`config.mk`:
```
export PLATFORM = sky130hd
export DESIGN_NAME = processor_multicycle_flat
export DESIGN_NICKNAME = d
export VERILOG_FILES = /design/src/rtl/processor_multicycle_pkg.sv /design/src/rtl/processor_multicycle_if.sv /design/src/rtl/processor_multicycle_alu.sv /design/src/rtl/processor_multicycle.sv /design/src/flat_wrapper.sv
export SDC_FILE = /design/constraint.sdc
export NUM_CORES = 2
export LEC_CHECK = 0
export ABC_AREA = 0
export BUFFER_PORTS_ARGS = -buffer_cell sky130_fd_sc_hd__buf_2
export CAP_MARGIN = 40
export CORE_ASPECT_RATIO = 0.75
export CORE_MARGIN = 5
export CORE_UTILIZATION = 60
export DETAILED_ROUTE_END_ITERATION = 7
export PLACE_DENSITY = 0.77
export RECOVER_POWER = 25
export SETUP_SLACK_MARGIN = 0.4
export SYNTH_ARGS = -nofsm -noshare
export SYNTH_HDL_FRONTEND = slang
export SYNTH_HIERARCHICAL = 1
export SYNTH_SLANG_ARGS = --single-unit
```
`constraint.sdc`:
```
create_clock -name clk -period 5.2 [get_ports clk]
set_clock_uncertainty 0.1 [all_clocks]
set_input_delay 0.78 -clock clk [delete_from_list [all_inputs] [get_ports clk]]
set_output_delay 0.78 -clock clk [all_outputs]
set_load 0.05 [all_outputs]
```
`src/rtl/processor_multicycle_pkg.sv`:
```
// Shared types and encodings for the multicycle RV-subset core.
package proc_pkg;

    typedef enum logic [2:0] {
        FETCH,
        DECODE,
        EXEC,
        WB,
        HALT
    } state_t;

    typedef enum logic [3:0] {
        ALU_ADD,
        ALU_SUB,
        ALU_SLL,
        ALU_SLT,
        ALU_SLTU,
        ALU_XOR,
        ALU_SRL,
        ALU_SRA,
        ALU_OR,
        ALU_AND
    } alu_op_t;

    localparam logic [6:0]  OP_RTYPE   = 7'b0110011;
    localparam logic [6:0]  OP_ITYPE   = 7'b0010011;
    localparam logic [31:0] INSN_ECALL = 32'h0000_0073;

    localparam logic [2:0] F3_ADD  = 3'b000;
    localparam logic [2:0] F3_SLL  = 3'b001;
    localparam logic [2:0] F3_SLT  = 3'b010;
    localparam logic [2:0] F3_SLTU = 3'b011;
    localparam logic [2:0] F3_XOR  = 3'b100;
    localparam logic [2:0] F3_SR   = 3'b101;
    localparam logic [2:0] F3_OR   = 3'b110;
    localparam logic [2:0] F3_AND  = 3'b111;

    localparam logic [6:0] F7_BASE = 7'b0000000;
    localparam logic [6:0] F7_ALT  = 7'b0100000;

    // Map funct3 (plus the funct7[5] "alternate" bit) onto an ALU operation.
    function automatic alu_op_t f3_to_op(input logic [2:0] f3, input logic alt);
        alu_op_t op;
        case (f3)
            F3_ADD:  op = alt ? ALU_SUB : ALU_ADD;
            F3_SLL:  op = ALU_SLL;
            F3_SLT:  op = ALU_SLT;
            F3_SLTU: op = ALU_SLTU;
            F3_XOR:  op = ALU_XOR;
            F3_SR:   op = alt ? ALU_SRA : ALU_SRL;
            F3_OR:   op = ALU_OR;
            default: op = ALU_AND;
        endcase
        return op;
    endfunction

endpackage

```
`src/rtl/processor_multicycle_if.sv`:
```
// Instruction-memory fetch bus between the core (master) and memory (slave).
interface processor_multicycle_if #(
    parameter int PC_W = 16
);
    logic            imem_req;
    logic [PC_W-1:0] imem_addr;
    logic            imem_valid;
    logic [31:0]     imem_data;

    modport master (
        output imem_req,
        output imem_addr,
        input  imem_valid,
        input  imem_data
    );

    modport slave (
        input  imem_req,
        input  imem_addr,
        output imem_valid,
        output imem_data
    );
endinterface

```
`src/rtl/processor_multicycle_alu.sv`:
```
// Purely combinational integer ALU for the multicycle core.
module alu_rv
    import proc_pkg::*;
#(
    parameter int XLEN = 32
) (
    input  alu_op_t         op,
    input  logic [XLEN-1:0] a,
    input  logic [XLEN-1:0] b,
    output logic [XLEN-1:0] y
);
    localparam int SHW = $clog2(XLEN);

    logic [SHW-1:0] shamt;

    assign shamt = b[SHW-1:0];

    // Select the operation result; compares yield 0/1 zero-extended.
    always_comb begin
        y = '0;
        case (op)
            ALU_ADD:  y = a + b;
            ALU_SUB:  y = a - b;
            ALU_SLL:  y = a << shamt;
            ALU_SLT:  y[0] = ($signed(a) < $signed(b));
            ALU_SLTU: y[0] = (a < b);
            ALU_XOR:  y = a ^ b;
            ALU_SRL:  y = a >> shamt;
            ALU_SRA:  y = $signed(a) >>> shamt;
            ALU_OR:   y = a | b;
            ALU_AND:  y = a & b;
            default:  y = '0;
        endcase
    end
endmodule

```
`src/rtl/processor_multicycle.sv`:
```
// Multicycle FETCH/DECODE/EXEC/WB core with register file and decode.
module processor_multicycle
    import proc_pkg::*;
#(
    parameter int XLEN  = 32,
    parameter int NREGS = 32,
    parameter int PC_W  = 16
) (
    input  logic                   clk,
    input  logic                   rst,
    processor_multicycle_if.master imem,
    output logic [XLEN-1:0]        result,
    output logic                   zero,
    output logic                   halted,
    output logic                   illegal,
    output logic [31:0]            retired
);
    localparam int RIW = $clog2(NREGS);
    localparam int SHW = $clog2(XLEN);

    state_t          state;
    logic [PC_W-1:0] pc;
    logic [31:0]     ir;
    logic [XLEN-1:0] a_q;
    logic [XLEN-1:0] b_q;
    alu_op_t         op_q;
    logic            legal_q;
    logic            req_q;

    logic [XLEN-1:0] regs [NREGS];

    logic [6:0]      opcode;
    logic [2:0]      f3;
    logic [6:0]      f7;
    logic [RIW-1:0]  rs1_idx;
    logic [RIW-1:0]  rs2_idx;
    logic [RIW-1:0]  rd_idx;
    logic [XLEN-1:0] rs1_val;
    logic [XLEN-1:0] rs2_val;
    logic [XLEN-1:0] imm_i;
    logic            shift_hi_zero;
    alu_op_t         dec_op;
    logic            dec_legal;
    logic            dec_use_imm;
    logic [XLEN-1:0] alu_y;
    logic            rf_we;

    assign opcode  = ir[6:0];
    assign f3      = ir[14:12];
    assign f7      = ir[31:25];
    assign rs1_idx = ir[15 +: RIW];
    assign rs2_idx = ir[20 +: RIW];
    assign rd_idx  = ir[7 +: RIW];
    assign imm_i   = {{(XLEN-12){ir[31]}}, ir[31:20]};

    // Shift immediates: everything above the shamt field must be zero,
    // except bit 30 which selects SRAI.
    assign shift_hi_zero = !ir[31] && (ir[29:20+SHW] == '0);

    assign rs1_val = (rs1_idx == '0) ? '0 : regs[rs1_idx];
    assign rs2_val = (rs2_idx == '0) ? '0 : regs[rs2_idx];

    // Decode the IR into an ALU operation, operand source and legality.
    always_comb begin
        dec_op      = ALU_ADD;
        dec_legal   = 1'b0;
        dec_use_imm = 1'b0;
        case (opcode)
            OP_RTYPE: begin
                dec_op = f3_to_op(f3, f7[5]);
                if (f7 == F7_BASE) begin
                    dec_legal = 1'b1;
                end else if (f7 == F7_ALT && (f3 == F3_ADD || f3 == F3_SR)) begin
                    dec_legal = 1'b1;
                end
            end
            OP_ITYPE: begin
                dec_use_imm = 1'b1;
                case (f3)
                    F3_SLL: begin
                        dec_op    = ALU_SLL;
                        dec_legal = shift_hi_zero && !ir[30];
                    end
                    F3_SR: begin
                        dec_op    = ir[30] ? ALU_SRA : ALU_SRL;
                        dec_legal = shift_hi_zero;
                    end
                    default: begin
                        dec_op    = f3_to_op(f3, 1'b0);
                        dec_legal = 1'b1;
                    end
                endcase
            end
            default: ;
        endcase
    end

    alu_rv #(.XLEN(XLEN)) u_alu (
        .op (op_q),
        .a  (a_q),
        .b  (b_q),
        .y  (alu_y)
    );

    assign rf_we = (state == WB) && legal_q && (rd_idx != '0);

    // Register file: cleared on reset, written from result during WB.
    always_ff @(posedge clk) begin
        if (rst) begin
            for (int unsigned i = 0; i < NREGS; i++) begin
                regs[i] <= '0;
            end
        end else if (rf_we) begin
            regs[rd_idx] <= result;
        end
    end

    // Sequencing FSM with registered datapath and status outputs.
    always_ff @(posedge clk) begin
        if (rst) begin
            state   <= FETCH;
            pc      <= '0;
            ir      <= '0;
            a_q     <= '0;
            b_q     <= '0;
            op_q    <= ALU_ADD;
            legal_q <= 1'b0;
            result  <= '0;
            retired <= '0;
            illegal <= 1'b0;
            halted  <= 1'b0;
            req_q   <= 1'b1;
        end else begin
            case (state)
                FETCH: begin
                    if (imem.imem_valid) begin
                        ir    <= imem.imem_data;
                        req_q <= 1'b0;
                        state <= DECODE;
                    end
                end
                DECODE: begin
                    if (ir == INSN_ECALL) begin
                        halted <= 1'b1;
                        state  <= HALT;
                    end else begin
                        a_q     <= rs1_val;
                        b_q     <= dec_use_imm ? imm_i : rs2_val;
                        op_q    <= dec_op;
                        legal_q <= dec_legal;
                        state   <= EXEC;
                    end
                end
                EXEC: begin
                    result <= alu_y;
                    state  <= WB;
                end
                WB: begin
                    pc      <= pc + PC_W'(4);
                    retired <= retired + 32'd1;
                    if (!legal_q) begin
                        illegal <= 1'b1;
                    end
                    req_q   <= 1'b1;
                    state   <= FETCH;
                end
                default: ;
            endcase
        end
    end

    // The request flop is preset by reset; gating with rst keeps the request
    // low throughout reset yet high on the first cycle after release.
    assign imem.imem_req  = req_q && !rst;
    assign imem.imem_addr = pc;
    assign zero           = (result == '0);

endmodule

```
`src/flat_wrapper.sv`:
```
// flat-port wrapper written by rule: the top's interface ports become plain ports
module processor_multicycle_flat import proc_pkg::*;
#(
    parameter int XLEN  = 32,
    parameter int NREGS = 32,
    parameter int PC_W  = 16
)
  (clk, rst, result, zero, halted, illegal, retired, imem_imem_req, imem_imem_addr, imem_imem_valid, imem_imem_data);
  processor_multicycle_if #(.PC_W(PC_W)) imem_i ();
  input  logic clk;
  input  logic rst;
  output logic [XLEN-1:0] result;
  output logic zero;
  output logic halted;
  output logic illegal;
  output logic [31:0] retired;
  output wire logic [$bits(imem_i.imem_req)-1:0] imem_imem_req;
  output wire logic [$bits(imem_i.imem_addr)-1:0] imem_imem_addr;
  input wire logic [$bits(imem_i.imem_valid)-1:0] imem_imem_valid;
  input wire logic [$bits(imem_i.imem_data)-1:0] imem_imem_data;
  assign imem_imem_req = imem_i.imem_req;
  assign imem_imem_addr = imem_i.imem_addr;
  assign imem_i.imem_valid = imem_imem_valid;
  assign imem_i.imem_data = imem_imem_data;
  processor_multicycle #(.XLEN(XLEN), .NREGS(NREGS), .PC_W(PC_W)) u_core (.clk(clk), .rst(rst), .imem(imem_i), .result(result), .zero(zero), .halted(halted), .illegal(illegal), .retired(retired));
endmodule
```
**After elaboration in Yosys (flattened, before gate mapping)**

Memories as Yosys holds them, arrays and structs flattened. A register that Yosys moved wholly into a read port is not among the register bits.
Cells that the tools add are included.
W data, S select, Z words.

- Register bits after elaboration: 187
- Bits in writable memories: 1024
- Bits of input ports: 35
- Output and inout bits: 84
- Word-level logic and storage cells: 111
- Memories: 1

- Add/sub/neg operators: 4
- $lt $le $gt $ge: 2
- Eq/ne operators: 23
- Shift operators: 3
- Multiplexer cells: 33
- Bitwise gates (word level): 5
- Reduce and logical (&&, ||, !) cells: 28

Memories:

| name | words | width | read ports | clocked after memory_dff | wr ports | RTL line | source |
|---|---|---|---|---|---|---|---|
| u_core.regs | 32 | 32 | 2 | 2 | 32 | processor_multicycle.sv:30 | `logic [XLEN-1:0] regs [NREGS];` |

Operator list:

| kind | number |
|---|---|
| $pmux W31 S8 | 1 |
| $mux W32 | 4 |
| $lt A32 B32 Y1 | 2 |
| $add A32 B1 Y32 const B | 1 |
| $add A32 B32 Y32 | 1 |
| $and A32 B32 Y32 | 1 |
| $eq A32 B7 Y1 const B | 1 |
| $logic_not A32 Y1 | 1 |
| $or A32 B32 Y32 | 1 |
| $reduce_or A32 Y1 | 1 |
| $shl A32 B5 Y32 | 1 |
| $shr A32 B5 Y32 | 1 |
| $sshr A32 B5 Y32 | 1 |
| $sub A32 B32 Y32 | 1 |
| $xor A32 B32 Y32 | 1 |
| $pmux W4 S7 | 1 |
| $mux W5 | 5 |
| $pmux W4 S5 | 1 |
| $add A16 B3 Y16 const B | 1 |
| $eq A4 B3 Y1 const B | 4 |
| $pmux W4 S2 | 2 |
| $logic_not A5 Y1 | 3 |
| $eq A7 B6 Y1 const B | 2 |
| $eq A3 B2 Y1 const B | 4 |
| other kinds (23) | 56 |

**Longest topological paths before layout**

- Word-level depth: 8
- Mapped depth: 18
- Mapped depth without buffers: 14

**Modules after synthesis**

Netlist, hierarchy kept.

By module, submodules not included:

| module | instances | cells an instance | area an instance (sq um) | sequential area each (sq um) |
|---|---|---|---|---|
| processor_multicycle | 1 | 4362 | 61396.4 | 34653.2 |
| alu_rv | 1 | 1333 | 8908.5 | 0.0 |

**Worst setup path after synthesis**

No wires, ideal clock.

- Kind: reg2reg
- Start point: reg u_core.b_q[2]
- End point: reg u_core.result[20]
- Setup time: 0.132 ns
- Arrival time: 3.936 ns
- Required time: 4.968 ns
- Slack: 1.032 ns
- Cell stages (with the launch flop): 19
- Buffers on the path: 5
- Period minus slack after synthesis: 4.168 ns
- Cells stage by stage: dfxtp_1 -> buf_2 -> clkinv_1 -> buf_2 -> buf_1 -> clkbuf_1 -> ha_1 -> buf_6 -> a211oi_2 -> o21ai_1 -> o2111ai_1 -> a21oi_1 -> o31a_1 -> nor4b_2 -> or4_1 -> nand2_1 -> or4_1 -> nand2_1 -> a21oi_1

- Cells in the longest elaborated chain, start to end: 2
- Elaborated cells on any way between the ends: 6
- Classes of those cells: 2 x add/sub; 3 x shift; 1 x mux

RTL lines:

| what | RTL line | source |
|---|---|---|
| start: declaration | processor_multicycle.sv:25 | `logic [XLEN-1:0] b_q;` |
| start signal: assignment | processor_multicycle.sv:148 | `b_q <= dec_use_imm ? imm_i : rs2_val;` |
| $sub A32 B32 Y32 (tied with other cells) | processor_multicycle_alu.sv:23 | `ALU_SUB: y = a - b;` |
| $pmux W31 S8 (*) | processor_multicycle_alu.sv:21 | `case (op)` |
| via u_core.alu_y[20] | processor_multicycle.sv:45 | `logic [XLEN-1:0] alu_y;` |
| end signal: assignment | processor_multicycle.sv:155 | `result <= alu_y;` |
| end: declaration | processor_multicycle.sv:12 | `output logic [XLEN-1:0] result,` |

The timed path passes the listed nets; every way through them passes the cells marked *.
A chain may end at the register's enable or synchronous reset.

==> summary.txt <==
STA
  • RSZ-0062 raised after global routing: false
  • FMAX: 199 MHz
  • Slack of the critical path: 0.181 ns
  • Fin crit share: 0.965
  • Slew Limit Headroom: -1.21
  • Worst slew pin tran: 3.32 ns
  • Final Critical Period: 5.02 ns
  • Fin. max-slew vios: 1178
  • Final hold violation count: 0
  • Final setup vio count: 0
  • Post-route setup TNS: 0 ns

Outcome
  • Status: finished with violations
  • Failing checks: max-capacitance violations, max-slew violations

Power and ir drop
  • Clock power frac: 0.359
  • Int Pwr: 17.1 mW
  • Sw Ratio: 0.287
  • Total chip power: 23.9 mW
  • Maximum VDD drop: 388 uV
  • Sequential Power Share: 0.472
  • Power per cell area: 310 mW/mm^2
  • Net Switching: 6.85 mW
  • LEAKAGE: 26.6 nW
  • Logic gate share of total power: 0.168

Logic synthesis
  • Commonest cells post-synth: 1024 x edfxtp_1, 1008 x and2_1, 514 x mux4_2
  • Top cells by area, synth: edfxtp_1 44%, mux4_2 16%, and2_1 9.0%
  • Asr flop ratio synth: 0
  • Synth Register Bits: 1219
  • Ys flop type: edfxtp_1
  • Post-synth top area share: 0.437
  • Avg Inst Size Synth: 12.3 um^2
  • Synth Instances: 5695
  • Synth area leader: edfxtp_1
  • Synthesized cell area: 0.0703 mm^2
  • Most frequent cell after synthesis: edfxtp_1
  • Sequential area share after synthesis: 0.493
  • Synth cell types: 96
  • EDFF count, synth: 1024
  • Synth warn: 6

Flow run
  • Max-Cap Viols: 38

CTS
  • Post_cts resized: 0
  • CTS max path bufs: 3
  • TritonCTS clock tree: done
  • Post-CTS Setup Repair Bufs: 0
  • H-tree levels: 3
  • Clk Latency, worst-skew pair: 0.78 ns
  • Hold buffers post-CTS: 0
  • Num CTS Buffers: 117
  • Clock-pin slew on the worst setup and hold paths: 0.07 ns
  • TritonCTS Sinks: 1219
  • Root Buffer: clkbuf_16

Final layout
  • Filler cells: 8412
  • Final Util: 0.664
  • Layout cells sized above 1: 0.191
  • Post-layout nets: 5833
  • Area grow syn2layout: 9.55%

Route
  • Mean routed wirelength per cell: 36.8 um
  • DR pass1 iterations: 7
  • First-iteration detailed-routing DRC count: 10658
  • Vias: 54475
  • Vias per inst: 7.42
  • Antenna viol nets, final: 0
  • DRC: 0
  • WL final: 270 mm

Floorplanning
  • Initial Util: 0.606
  • Die H: 306 um
  • Rows: 108
  • Die X: 405 um
  • Die Area: 0.124 mm^2
  • I/O pin cnt: 119
  • Core ar.: 0.116 mm^2

Global route
  • Grt ovf: 0
  • Gr usage total: 0.428
  • Vias in the first global route: 51075
  • Initial antenna violation count: 14
  • First-pass GRT wire length: 378 mm
  • Largest net degree at the start of global routing: 85

Placed design
  • Place WS: 0.987 ns
  • IO buf count: 116
  • RD Place Congestion: 1.06
  • Detailed placement HPWL: 173 mm

Critical path
  • Crit end category: flop
  • CP Launch Type: flop
  • Worst EP arrival: 5.53 ns
  • Worst path required time: 5.71 ns
  • CP Class: flop to flop
  • Max FO, Critical Path: 32

Hold path
  • Hold WC Path Type: input pin to flop
-- routing by layer --
layer | vias to the layer above | track usage | share of wire
li1 | 21293 | - | -
met1 | 26784 | 0.601 | 0.36
met2 | 5467 | 0.571 | 0.39
met3 | 922 | 0.192 | 0.19
met5 | - | 0.00725 | 0.00065
met4 | 9 | 0.193 | 0.062
-- metrics by stage --
stage / std cells / instance area [um^2] / hold WS [ns]
2_1_floorplan: 5728 / 70400 / 0.328
3_3_place_gp: 7086 / 73200 / 0.333
3_5_place_dp: 7106 / 73500 / 0.342
4_1_cts: 7326 / 77200 / 0.125
5_1_grt: 7330 / 77000 / 0.141
6_report: 7340 / 77000 / 0.157
-- flip-flops by register name, indices dropped and copies added, names as in the netlist, 3 cells and up, named ones only --
signal and flops:
u_core/a_q 32, u_core/b_q 32, u_core/imem.imem_addr 14, u_core/ir 32, u_core/op_q 4, u_core/regs 1024
u_core/result 32, u_core/retired 32, u_core/state 3
-- power by group through the flow --
stage               Combinational (mW)  Sequential [mW]  Clock, mW
CTS                               3.85             11.3       8.60
detailed placement                3.84             11.5          0
floorplan                         2.55             11.3          0
global placement                  3.77             11.5          0
global route                      4.14             11.3       9.01
finish                            4.03             11.3       8.59
-- cells by family after synthesis --
| family | count (synthesis) | share of synthesized area |
|---|---|---|
| adders and majority gates | 109 | 0.0196 |
| and+or+nand+nor | 1970 | 0.153 |
| AOI/OAI and AO/OA | 842 | 0.0773 |
| muxes | 846 | 0.212 |
| buffers and inverters | 661 | 0.0385 |
| DFF | 1219 | 0.493 |
| other | 1 | 0.0000533 |
| xor gates and xnor gates | 47 | 0.00586 |
-- path summary, 6_finish.rpt --
path	end	startpoint	depth (start not counted)	slack (ns)
hold / removal	u_core/ir[28]$_SDFFE_PP0P_	imem_imem_data[28]	3	0.16
setup / recovery	u_core/regs[31][7]$_SDFFCE_PN0P_	u_core/state[1]$_SDFFE_PP0P_	8	0.18
hold reg to reg	u_core/ir[1]$_SDFFE_PP0P_	u_core/ir[1]$_SDFFE_PP0P_	2	0.36
setup reg to reg	u_core/regs[31][7]$_SDFFCE_PN0P_	u_core/state[1]$_SDFFE_PP0P_	8	0.18
-- final cells by class --
type	count	area, um^2	area share
flip-flops and latches	1219	34700	0.450
diodes	10	25.0	0.000325
repair buffers	370	2760	0.0359
inverters	133	499	0.00648
multi-input cells	3848	33400	0.433
well taps	1540	1930	0.0250
clock inverters	74	627	0.00814
clock buffers	146	3120	0.0406
-- cells in the final DEF, fill, tap and decap left out, types with 34 or more instances in the layout --
cell type	n
nand2_1	290
mux4_2	514
a211oi_1	55
nand3_1	44
o22ai_1	99
o211ai_1	38
ha_1	107
and2_0	90
nor2_1	324
nor3_1	54
buf_2	62
a21oi_1	254
inv_1	128
xor2_1	38
clkinv_1	35
edfxtp_1	1024
mux2i_1	306
clkbuf_1	114
clkbuf_16	119
dfxtp_1	184
buf_4	158
nor2_4	34
conb_1	34
o31ai_1	43
a22oi_1	41
and2_1	917
buf_12	34
o21ai_0	101
-- critical path, stage by stage, from the launching register on --
cell and delay [ns]:
dfxtp_1 0.45, and3b_1 0.24, buf_8 0.20, nor3b_1 0.44, nand3_1 0.14, clkbuf_1 0.49, nor2_4 0.23, clkbuf_1 2.19
and2_1 0.33
Power figures use the tool's default switching activity.
